$ cat config.mk
export PLATFORM = sky130hd
export DESIGN_NAME = bytecode_loader
export DESIGN_NICKNAME = d
export VERILOG_FILES = /design/src/rtl/av_pkg.sv /design/src/rtl/bytecode_loader.sv
export SDC_FILE = /design/constraint.sdc
export NUM_CORES = 1
export LEC_CHECK = 0
export ABC_AREA = 1
export BUFFER_PORTS_ARGS = -buffer_cell sky130_fd_sc_hd__buf_2
export CAP_MARGIN = 20
export CELL_PAD_IN_SITES_DETAIL_PLACEMENT = 1
export CELL_PAD_IN_SITES_GLOBAL_PLACEMENT = 1
export CORE_MARGIN = 3
export CORE_UTILIZATION = 35
export DETAILED_ROUTE_END_ITERATION = 8
export PLACE_DENSITY_LB_ADDON = 0.05
export SLEW_MARGIN = 20
export SYNTH_ARGS = -nofsm -noshare
export SYNTH_HDL_FRONTEND = slang
export SYNTH_SLANG_ARGS = --single-unit
$ cat constraint.sdc
create_clock -name clk -period 2.7 [get_ports clk]
set_input_delay 0.27 -clock clk [delete_from_list [all_inputs] [get_ports clk]]
set_output_delay 0.27 -clock clk [all_outputs]
set_load 0.02 [all_outputs]
$ cat src/rtl/av_pkg.sv
// Shared definitions for the VM bytecode path: loader state encoding and
// the memory geometry also used by the CPU's bytecode RAM declaration.
package av_pkg;

  typedef enum logic [2:0] {
    IDLE  = 3'd0,
    HDR0  = 3'd1,
    HDR1  = 3'd2,
    HDR2  = 3'd3,
    HDR3  = 3'd4,
    DATA  = 3'd5,
    WRITE = 3'd6,
    CSUM  = 3'd7
  } state_t;

  localparam logic [7:0] SYNC_BYTE_DEFAULT = 8'hA5;
  localparam int         MEM_DEPTH_DEFAULT = 'h6F;

endpackage

$ cat src/rtl/bytecode_loader.sv
// Streams framed bytecode images into the VM bytecode RAM, holding the CPU
// in reset while a frame is in flight and reporting sticky done/error.
module bytecode_loader
  import av_pkg::*;
#(
  parameter int         ADDR_W    = 16,
  parameter int         MEM_DEPTH = MEM_DEPTH_DEFAULT,
  parameter logic [7:0] SYNC_BYTE = SYNC_BYTE_DEFAULT
) (
  input  logic              clk,
  input  logic              reset,
  input  logic [7:0]        in_data,
  input  logic              in_valid,
  output logic              in_ready,
  output logic              mem_we,
  output logic [ADDR_W-1:0] mem_addr,
  output logic [7:0]        mem_wdata,
  output logic              cpu_hold,
  output logic              done,
  output logic              error
);

  localparam logic [31:0] DEPTH = 32'(MEM_DEPTH);

  state_t            state;
  logic [ADDR_W-1:0] cur_addr;
  logic [15:0]       remaining;
  logic [7:0]        addr_hi;
  logic [7:0]        len_hi;
  logic [7:0]        sum;
  logic              range_err;

  logic       xfer;
  logic [7:0] sum_next;
  logic       in_range;

  assign xfer     = in_valid && in_ready;
  assign sum_next = sum + in_data;
  assign in_range = 32'(cur_addr) < DEPTH;

  // NOTE: every register here, outputs included, is assigned with <= inside
  // one clocked block so all state updates see the pre-edge values together.
  always_ff @(posedge clk or posedge reset) begin
    if (reset) begin
      state     <= IDLE;
      cur_addr  <= '0;
      remaining <= '0;
      addr_hi   <= '0;
      len_hi    <= '0;
      sum       <= '0;
      range_err <= 1'b0;
      in_ready  <= 1'b1;
      mem_we    <= 1'b0;
      mem_addr  <= '0;
      mem_wdata <= '0;
      cpu_hold  <= 1'b0;
      done      <= 1'b0;
      error     <= 1'b0;
    end else begin
      mem_we <= 1'b0;
      unique case (state)
        IDLE: begin
          if (xfer && in_data == SYNC_BYTE) begin
            state     <= HDR0;
            done      <= 1'b0;
            error     <= 1'b0;
            sum       <= '0;
            range_err <= 1'b0;
            cpu_hold  <= 1'b1;
          end
        end
        HDR0: begin
          if (xfer) begin
            addr_hi <= in_data;
            sum     <= sum_next;
            state   <= HDR1;
          end
        end
        HDR1: begin
          if (xfer) begin
            cur_addr <= ADDR_W'({addr_hi, in_data});
            sum      <= sum_next;
            state    <= HDR2;
          end
        end
        HDR2: begin
          if (xfer) begin
            len_hi <= in_data;
            sum    <= sum_next;
            state  <= HDR3;
          end
        end
        HDR3: begin
          if (xfer) begin
            remaining <= {len_hi, in_data};
            sum       <= sum_next;
            state     <= ({len_hi, in_data} == 16'd0) ? CSUM : DATA;
          end
        end
        DATA: begin
          // Out-of-range bytes are consumed and summed but never strobed.
          if (xfer) begin
            mem_wdata <= in_data;
            mem_addr  <= cur_addr;
            mem_we    <= in_range;
            range_err <= range_err | ~in_range;
            sum       <= sum_next;
            in_ready  <= 1'b0;
            state     <= WRITE;
          end
        end
        WRITE: begin
          cur_addr  <= cur_addr + ADDR_W'(1);
          remaining <= remaining - 16'd1;
          in_ready  <= 1'b1;
          state     <= (remaining != 16'd1) ? DATA : CSUM;
        end
        CSUM: begin
          if (xfer) begin
            sum      <= sum_next;
            cpu_hold <= 1'b0;
            state    <= IDLE;
            if (sum_next == 8'h00 && !range_err) begin
              done <= 1'b1;
            end else begin
              error <= 1'b1;
            end
          end
        end
        default: state <= IDLE;
      endcase
    end
  end

endmodule

After elaboration in Yosys (flattened, before gate mapping)
Index checks and enable logic that the tools add are counted.
{"block": "totals", "out_inout_bits": 29, "word_cells": 97, "regBits": 89}
{"block": "classes", "n_eq_ne": 19, "n_addsub": 3, "n_reduce_logical": 26, "bitwise": 2, "n_lt_le_gt_ge": 1, "mux": 32}
{"op": "16-bit case mux with 2 select lines", "n": 2}
{"op": "16-bit 2-to-1 mux", "n": 2}
{"op": "3-bit case mux with 8 select lines", "n": 1}
{"op": "3-bit 2-to-1 mux", "n": 7}
{"op": "2-bit != test (second input constant)", "n": 9}
{"op": "16-bit by 1-bit adder with 16-bit output (second input constant)", "n": 1}
{"op": "16-bit logical NOT", "n": 1}
{"op": "16-bit by 7-bit less-than comparator with 1-bit output (second input constant)", "n": 1}
{"op": "8-bit 2-to-1 mux", "n": 2}
{"op": "16-bit by 1-bit != test with 1-bit output (second input constant)", "n": 1}
{"op": "8-bit case mux with 2 select lines", "n": 1}
{"op": "16-bit by 1-bit subtractor with 16-bit output (second input constant)", "n": 1}
{"op": "3-bit == test (second input constant)", "n": 4}
{"op": "2-bit AND reduction", "n": 6}
{"op": "2-bit nonzero test", "n": 6}
{"op": "1-bit 2-to-1 mux", "n": 10}
{"op": "1-bit case mux with 2 select lines", "n": 5}
{"op": "3-bit AND reduction", "n": 3}
{"op": "8-bit adder", "n": 1}
{"op": "8-bit == test (second input constant)", "n": 1}
{"op": "8-bit logical NOT", "n": 1}
{"op": "4-bit AND reduction", "n": 2}
{"op": "7-bit AND reduction", "n": 1}
{"op": "3-bit by 2-bit == test with 1-bit output (second input constant)", "n": 2}
{"op": "9 further kinds", "n": 12}

Longest topological paths before layout
{"block": "logic_depth", "word_depth": 6, "ltp_mapped": 14, "ltp_nobuf": 14}

Least setup slack after synthesis
No wires, ideal clock.
{"block": "synth_path", "path_kind": "register to register", "startpoint": "register sum[0]", "endpoint": "register done", "slack_ns": 0.836, "setup_time_ns": 0.117, "t_arrival_ns": 1.747, "n_path_buf": 0, "path_stages_with_launch": 13, "cell_sequence": "dfrtp_1 ha_1 fa_1 nor3_1 nand2_1 nor2_1 nand3_1 nor2_1 nand2_1 nand2_1 nand2_1 nand2_1 nand2_1"}
{"block": "synth_between", "elab_chain_len": 5}
{"element": "start, declared", "line": "bytecode_loader.sv:30", "rtl": "logic [7:0] sum;"}
{"element": "start signal, assigned", "line": "bytecode_loader.sv:75", "rtl": "sum <= sum_next;"}
{"element": "start signal, assigned", "line": "bytecode_loader.sv:82", "rtl": "sum <= sum_next;"}
{"element": "start signal, assigned", "line": "bytecode_loader.sv:89", "rtl": "sum <= sum_next;"}
{"element": "8-bit adder", "line": "bytecode_loader.sv:38", "rtl": "assign sum_next = sum + in_data;"}
{"element": "8-bit logical NOT", "line": "bytecode_loader.sv:123", "rtl": "if (sum_next == 8'h00 && !range_err) begin"}
{"element": "1-bit logical AND", "line": "bytecode_loader.sv:123"}
{"element": "2-bit != test (no line)"}
{"element": "4-bit AND reduction (no line)"}
{"element": "end signal, assigned", "line": "bytecode_loader.sv:57", "rtl": "done <= 1'b0;"}
{"element": "end signal, assigned", "line": "bytecode_loader.sv:65", "rtl": "done <= 1'b0;"}
{"element": "end signal, assigned", "line": "bytecode_loader.sv:124", "rtl": "done <= 1'b1;"}
{"element": "end, declared", "line": "bytecode_loader.sv:19", "rtl": "output logic done,"}
Every way passes these cells.
A chain may end at the register's enable or synchronous reset.

Worst setup path in the final report
Ends and elaborated chain as after synthesis.

==> metrics.txt <==
Async S/R FF share, synth=100%; Setup Buffers After CTS=0; post-route ant nets=0; Final nets=666; DR pass1 iterations=6; Ports=40; Worst-path clk slew=70 ps; Tot GR Track Use=18.7%; clock skew=a little under 6 ps; Pins Over Slew Limit=0; Max-Slew Margin vs Limit=a little under three fifths; Required @ worst endpoint=about 3000 ps; Min-Delay Path Class=in -> async; CP Class=reg -> reg; number of global-route vias before repair=4426; ANT cells=0; Sink Count=89; initial antenna violation count=0; DR iter-0 viols=241; Clock power frac=21.8%; final setup fails=0; fin crit share=75.5%; outcome=finished, final reports clean; Fin Setup TNS=0 ps; layout cells sized above 1=16.6%; TritonCTS Buffers=9; Power Dens Cells=1210 nW/um2; Yosys reg bits=between 80 and 90; CTS tree=done; # port buffers=39; Vias=4225; slew of the pin with the lowest slew margin=651 ps; Post-Syn Area=roughly 4900 um2; routability cong.=0.844; NetSw=2.97 mW; Core Box Area=13500 um2; syn nets=627; initial core utilization=36.4%; setup ws final=approximately 660 ps; Via density=5.12; Post-Synthesis Cells=605; slowest CP cell=fa_1; crit path DAT=2280 ps; grt ovf=0; min Tclk post-route=2040 ps; H-tree depth=3; worst-skew pair later-pin latency=350 ps; pin count of the biggest net entering global routing=90; worst path buffer plus inverter count=0; Worst Setup End Kind=flop; worst slack, placed=623 ps; Switching Fraction=between 40% and 50%; crit-path leading delay family=simple AND/OR/NAND/NOR gates; CP Max Fanout=3; Leak Pwr=2.69 nW; Finished Cell Area=5600 um2; ys flop type=dfrtp_1; Netlist cell types=46; largest area contributor in the netlist=dfrtp_1; register area share after synthesis=45.4%; Max Cap Violations=0; unrepaired setup endpoints after global routing=false; most common cell after layout, fill and taps aside=nand2_1; WL/cell=around 17 um; Most common cell on crit path=nand2_1; Reg power frac=between 30% and 40%; Fin. Hold Viols=0; share of the synthesized area in the top cell type=44.9%; Core Rows=42; internal power=3.81 mW; worst-path cell chain=ha_1 > fa_1 > nor3_1 > nand2_1 > nor2_1 > nand3_1 > nor2_1 > nand2_1 > nand2_1 > nand2_1 > nand2_1 > nand2_1; DIE AREA=between 15000 and 20000 um2; Die Wd=124 um; Mapped Avg Cell Area=8.10 um2; Post-DP HPWL=9.99 mm; post-CTS resize count=0; root buf cell=clkbuf_16; number of enable flip-flop cells after synthesis=0; Setup crit start kind=flop; commonest non-fill, non-tap cells in the layout=nand2_1 (162), dfrtp_1 (88), inv_1 (62); fillers=1684; placed cell area=5260 um2; Crit path largest cell delay=460 ps; max frequency=around 490 MHz; final wirelength=13.9 mm; Area contributors post-synth=dfrtp_1 (45%), nand2_1 (12%), o21ai_0 (5.4%); share of power burned in combinational logic=42.4%; Max clock buf depth=2; Die Y=roughly 120 um; warnings from Yosys=0; CTS Hold Buffers Added=0; fin util=41.6%; global-route wire length before repair=23.5 mm; WHS=roughly 25 ps; Residual DRC=0; Worst VDD drop=approximately 370 uV; Layout area overhead=14.3%
## state kept, by name (all words and copies together), names as in the netlist
register and flops:
cur_addr 16, mem_addr 16, remaining 16, addr_hi 8
len_hi 8, mem_wdata 8, sum 8, state 3
cpu_hold 1, done 1, error 1, in_ready 1
mem_we 1, range_err 1
## logic make-up after synthesis
group           share of synthesized area (%)
buf+inv                                  8.04
mux                                     0.230
fa+ha+maj                                2.96
flops                                    45.4
compound gates                           14.1
xor+xnor                                 1.07
simple gates                             28.2
## area by class of cell
type                            instances  area, um2  share of cell area [%]
Sequential cell                        89       2230                    39.8
Timing Repair Buffer                   44        245                    4.38
Tap cell                              176        220                    3.93
Clock inverter                          7        118                    2.10
Clock buffer                            9        225                    4.02
Multi-Input combinational cell        427       2280                    40.7
Inverter                               73        285                    5.09
## worst register-to-register path, stage by stage, from the launching register on
cell	delay (ps)
dfrtp_1	400
ha_1	240
fa_1	460
nor3_1	180
nand2_1	70
nor2_1	90
nand3_1	80
nor2_1	90
nand2_1	80
nand2_1	80
nand2_1	60
nand2_1	80
nand2_1	50
## metrics by stage
stage,instances,power (mW)
floorplan,605,4.60
global placement,809,5.27
detailed placement,809,5.36
CTS,825,6.88
global route,825,7.38
finish,825,6.78
## per-layer routing
metal,routed length (um),part of all wire (%),vias up,GRT usage [%]
met2,6810,49,54,31.4
met3,267,1.9,25,2.70
li1,-,-,2084,-
met4,372,2.7,0,7.93
met5,0,0,-,0
met1,6490,47,2062,24.2
## power by group through the flow
stage / Sequential, mW / Combinational (mW) / Clock [mW]
2_1_floorplan: 2.53 / 2.07 / 0
3_3_place_gp: 2.43 / 2.84 / 0
3_5_place_dp: 2.45 / 2.91 / 0
4_1_cts: 2.44 / 2.93 / 1.52
5_1_grt: 2.53 / 3.28 / 1.57
6_report: 2.43 / 2.88 / 1.48
## final timing paths
check / cells after the start / slack, ps / from / to
worst max-delay path: 12 / 660 / sum[0] / done
worst min-delay path: 3 / 30 / reset / mem_addr[2]
worst max register to register: 12 / 660 / sum[0] / done
worst min register to register: 2 / 480 / mem_addr[6] / mem_addr[6]
max in group asynchronous: 3 / 2270 / reset / cur_addr[8]
min in group clk: 3 / 280 / in_data[6] / remaining[6]
## cells in the mapped netlist, types with 2 or more instances
cell	n
a31oi_1	6
inv_1	63
o221ai_1	3
inv_4	4
nand2_2	8
dfrtp_1	88
buf_6	3
nand2_4	5
xor2_1	5
nor4_1	7
nor2_1	46
o21ai_0	53
o21ai_1	6
nand3_1	33
o211ai_2	2
o311ai_0	3
nor3_1	9
o211ai_1	10
nand4_1	16
inv_2	6
a21oi_1	13
ha_1	10
nand2_1	162
o21ai_2	5
nor2_4	6
o221ai_2	2
a22oi_1	3
clkbuf_1	5
buf_2	6
Note: power is estimated with default switching activity, not from simulation.
